File: src/rtl/lab9_sysid_stall_timer.sv
// Saturating 16-bit stall counter for Avalon-MM masters.
// Expired is high once the count equals the limit; clear has priority over counting.
module lab9_sysid_stall_timer (
   input  logic        clock,
   input  logic        reset,
   input  logic        clear,
   input  logic        count_en,
   input  logic [15:0] limit,
   output logic        expired
);

   logic [15:0] count_q;
   logic [15:0] count_d;

   always_comb begin
      count_d = count_q;
      if (clear) begin
         count_d = 16'd0;
      end else if (count_en && (count_q != limit)) begin
         count_d = count_q + 16'd1;
      end
   end

   always_ff @(posedge clock or posedge reset) begin
      if (reset) begin
         count_q <= 16'd0;
      end else begin
         count_q <= count_d;
      end
   end

   assign expired = (count_q == limit);

endmodule

File: config.mk
export PLATFORM = sky130hd
export DESIGN_NAME = lab9_sysid_stall_timer
export DESIGN_NICKNAME = d
export VERILOG_FILES = /design/src/rtl/lab9_sysid_stall_timer.sv
export SDC_FILE = /design/constraint.sdc
export NUM_CORES = 1
export LEC_CHECK = 0
export BUFFER_PORTS_ARGS = -buffer_cell sky130_fd_sc_hd__buf_2
export CAP_MARGIN = 20
export CORE_UTILIZATION = 58
export DETAILED_ROUTE_END_ITERATION = 16
export GPL_ROUTABILITY_DRIVEN = 0
export PLACE_DENSITY = 0.92
export SYNTH_ARGS = -nofsm -noshare
export SYNTH_HDL_FRONTEND = slang
export SYNTH_SLANG_ARGS = --single-unit
File: constraint.sdc
create_clock -name clock -period 4.3 [get_ports clock]
set_clock_uncertainty 0.1 [all_clocks]
set_input_delay 0.43 -clock clock [delete_from_list [all_inputs] [get_ports clock]]
set_output_delay 0.43 -clock clock [all_outputs]
set_load 0.02 [all_outputs]
## Word-level counts from Yosys, hierarchy flattened

Index checks and enable logic that the tools add are counted.

| storage, ports and cells | value |
|---|---|
| memory bits (writable) | 0 |
| word-level logic and storage cells | 8 |
| input port bits | 20 |
| memories | 0 |
| output and inout bits | 1 |
| bits in read-only memories | 0 |
| register bits after elaboration | 16 |
| bits in latches | 0 |

| cells by class | value |
|---|---|
| eq/ne operators | 2 |
| add/subtract/negate cells | 1 |
| bitwise gates (word level) | 0 |
| div/mod/pow operators | 0 |
| shift-type cells | 0 |
| muxes and demuxes | 2 |
| multiply operators | 0 |
| magnitude comparators | 0 |
| reductions and logical operators | 2 |

Operator list:

| kind | count |
|---|---|
| 2-to-1 mux 16 bit | 2 |
| adder 16 x 1 -> 16 bit, second input constant | 1 |
| == test 16 bit | 1 |
| != test 16 bit | 1 |
| nonzero test 2 bit | 1 |
| logical AND 1 bit | 1 |

## Logic depth before layout (Yosys ltp)

| depth | value |
|---|---|
| word-level depth | 4 |
| mapped depth | 8 |
| depth with buffers taken out | 5 |

## Worst setup path after synthesis

No wires, ideal clock.

| path | value |
|---|---|
| path type | register -> output |
| start | reg count_q[6] |
| end | out expired |
| slack | 2.256 ns |
| required time | 3.770 ns |
| arrival time | 1.514 ns |
| cell stages (with the launch flop) | 5 |
| buffers on the path | 1 |
| cell sequence | dfrtp_1 buf_6 xnor2_2 nand4_2 nor4_1 |

| on the way | value |
|---|---|
| longest elaborated chain between the ends | 1 |

RTL lines:

| what | line | RTL |
|---|---|---|
| start: declaration | 12 | `logic [15:0] count_q;` |
| start signal: assignment | 28 | `count_q <= count_d;` |
| == test 16 bit | 32 | `assign expired = (count_q == limit);` |
| end: declaration | 9 | `output logic expired` |

No other way between the ends.

## Final worst setup path

| path | value |
|---|---|
| start | reg count_q[7] |
| end | out expired |

Same word-level chain as after synthesis.

==> results.toml <==
[synth]
syn_inst = 111
syn_nets = 132
ys_seq_area_share_pct = 36.82
synth.distinct_cells = 31
synth_flop_cell = "dfrtp_1"
synth_edf_count = 0
syn_area_sq_um = 1087
synth-seq-cells = 16
synth.avg_cell_area_sq_um = 9.795
synthArstFlopShare_pct = 100.0
yosys_warnings = 0

[floorplan]
start_util_pct = 62.29
dieWidth_um = 45.30
pin_count = 21
die_y_um = 45.30
die-area_sq_um = 2052
core_sq_um = 1745
row_count = 15

[clock_tree]
cts_tree = "yes"
cts_max_path_buffers = 2
post_cts_buffers = 0
clockRootBuffer = "clkbuf_4"
cts_buffers = 3
htree_levels = 1
cts_resized = 0
clock_latency_ns = 0.30
clk_pin_slew_ns = 0.10
holdBufCountCts = 0
cts.sinks = 16

[critical_path]
worstPathArrival_ns = 1.66
worst_path_max_delay_cell = "dfrtp_1"
crit_fanout = 7
critPathLaunchType = "flop"
critical_path.top_delay_family = "simple AND/OR/NAND/NOR gates"
worstRegToRegCells = 6
r2r-start = "count_q[7]$_DFFE_PP0P_"
worst-path-buf-inv = 1
crit_path_end_kind = "output port"
crit_path_cell_trace = "xnor2_1 -> nand4_1 -> nor4_1 -> buf_2"
cp.required_ns = 3.77
r2r_slack_ns = 2.14
crit_type = "flop to output port"
worst_r2r_endpoint = "count_q[14]$_DFFE_PP0P_"
cpPeakStageDelay_ns = 0.46

[run_status]
status = "finished, final reports clean"

[final_layout]
area_growth_pct = 11.51
antennaDiodeCount = 0
drive_above_1_share_pct = 24.43
final_common_cell = "buf_2"
largestRegisters = "count_q x16"
top_register = "count_q"
fin_cells = 156
largest_reg_flops = 16
nets = 153
final_cell_mix = "buf_2, dfrtp_1, xnor2_1"

[timing]
worst_pin_slew_ns = 0.6128
hold_viol_final = 0
finalSetupTns_ns = 0
fin_crit_sh_pct = 51.04
fmax_mhz = 455.6
slew_viol_final = 0
setup_violations = 0
rsz0062_at_grt = "false"
relSlewSlack_pct = 59.10
min_period_ns = 2.195

[grt]
grt_max_degree = 29
track_usage_pct = 27.24
antenna_found_initial = 0
overflow = 0
grt_pass1_wl_um = 3919
first_global_vias = 895

[place]
post-dp-hpwl_um = 1637
dpl.cell_count = 152
io_buffer_count = 20

[pwr]
share_seq_of_total_power_pct = 52.2
power_frac_comb_pct = 12.9
irDropWorstVdd_v = 0.0001774
clkPwrFrac_pct = 34.9
power.density_nw_per_um2 = 246.0
p_sw_share_pct = 25.70
leakagePower_nw = 0.4952
power.switching_mw = 0.07665
internal-power_mw = 0.2216

[routing]
totalWireLength_um = 2304
drcViolationCount = 0
vias = 972
first_pass_iters = 5
detail-route-antenna-nets = 0
drt_iter0_markers = 34
avgRoutedWirePerCell_um = 14.77
vias_per_cell = 6.231

[flow_run]
drv_cap = 0

[worst_hold_path]
hold_path.class = "primary input to asynchronous set/reset pin"
-- synth_stat cells, types with 2 or more instances --
master	n	area share (%)
o31ai_1	6	4.1
or4_1	4	2.8
dfrtp_1	16	37
nand2_1	4	1.4
a21oi_2	2	1.6
buf_6	2	2.1
nor4_1	3	1.7
nor2_1	5	1.7
inv_1	3	1.0
nand3_1	6	2.8
mux2_1	2	2.1
o21ai_1	5	2.3
xnor2_1	15	12
a21oi_1	9	4.1
and3_1	2	1.2
nand4_1	5	2.9
nor2b_1	2	1.2
or4_2	2	1.6
or3_1	6	3.5
-- kinds of logic (layout without fill, tap and decap cells) --
logic type                 Yosys count  in the layout  synth area share, %
and+or+nand+nor                     41             41                22.56
AOI/OAI and AO/OA                   25             25                16.46
adders and majority gates            1              1                1.151
buffers and inverters                8             28                5.638
DFF                                 16             16                36.82
xor gates and xnor gates            17             17                14.39
muxes                                3              3                2.992
-- worst register-to-register path, cell delays in order (launching register included) --
cell,delay [ns]
dfrtp_1,0.46
xnor2_1,0.18
nand4_1,0.23
o41ai_4,0.34
buf_4,0.32
nor4_1,0.11
mux2_1,0.32
-- layout make-up --
cell class	count	area, sq um
Inverter	3	11.26
Clock buffer	4	36.28
Tap cell	25	31.28
Multi-Input combinational cell	87	625.6
Sequential cell	16	400.4
Timing Repair Buffer	21	107.6
Fill cell	134	533.0
-- worst max-delay path by stage --
stage                      startpoint                      end  cells past startpoint
3_3_place_gp                limit[15]  count_q[14]$_DFFE_PP0P_                      7
5_1_grt        count_q[6]$_DFFE_PP0P_                  expired                      4
3_5_place_dp                 limit[3]  count_q[14]$_DFFE_PP0P_                      7
6_report       count_q[7]$_DFFE_PP0P_                  expired                      4
2_1_floorplan  count_q[6]$_DFFE_PP0P_                  expired                      4
4_1_cts        count_q[6]$_DFFE_PP0P_                  expired                      4
-- routing by layer --
| layer | vias to the layer above | wire (um) | global-route usage (%) |
|---|---|---|---|
| li1 | 454 | - | - |
| met1 | 474 | 951 | 31.66 |
| met2 | 36 | 1171 | 45.51 |
| met3 | 8 | 112 | 5.200 |
| met4 | 0 | 70 | 17.58 |
| met5 | - | 0 | 0 |
-- power by group through the flow --
| stage | combinational [mW] | clock, mW | sequential, mW |
|---|---|---|---|
| final | 0.0385 | 0.104 | 0.156 |
| after global routing | 0.0424 | 0.113 | 0.156 |
| after CTS | 0.0387 | 0.105 | 0.156 |
| after detailed placement | 0.0385 | 0 | 0.159 |
| after global placement | 0.0361 | 0 | 0.158 |
| after floorplan | 0.0264 | 0 | 0.158 |
-- per-stage QoR --
stage / setup slack (ns) / hold slack, ns / power [mW] / utilization, % / cell area (sq um)
global placement: 2.134 / 0.4238 / 0.1942 / 67.38 / 1176
detailed placement: 2.072 / 0.4285 / 0.1971 / 67.38 / 1176
CTS: 2.105 / 0.1014 / 0.2995 / 69.46 / 1212
floorplan: 2.256 / 0.2437 / 0.1840 / - / 1087
global route: 1.937 / 0.1244 / 0.3120 / 69.46 / 1212
finish: 2.105 / 0.08400 / 0.2983 / 69.46 / 1212
No activity file was read; power rests on OpenSTA's default activity.
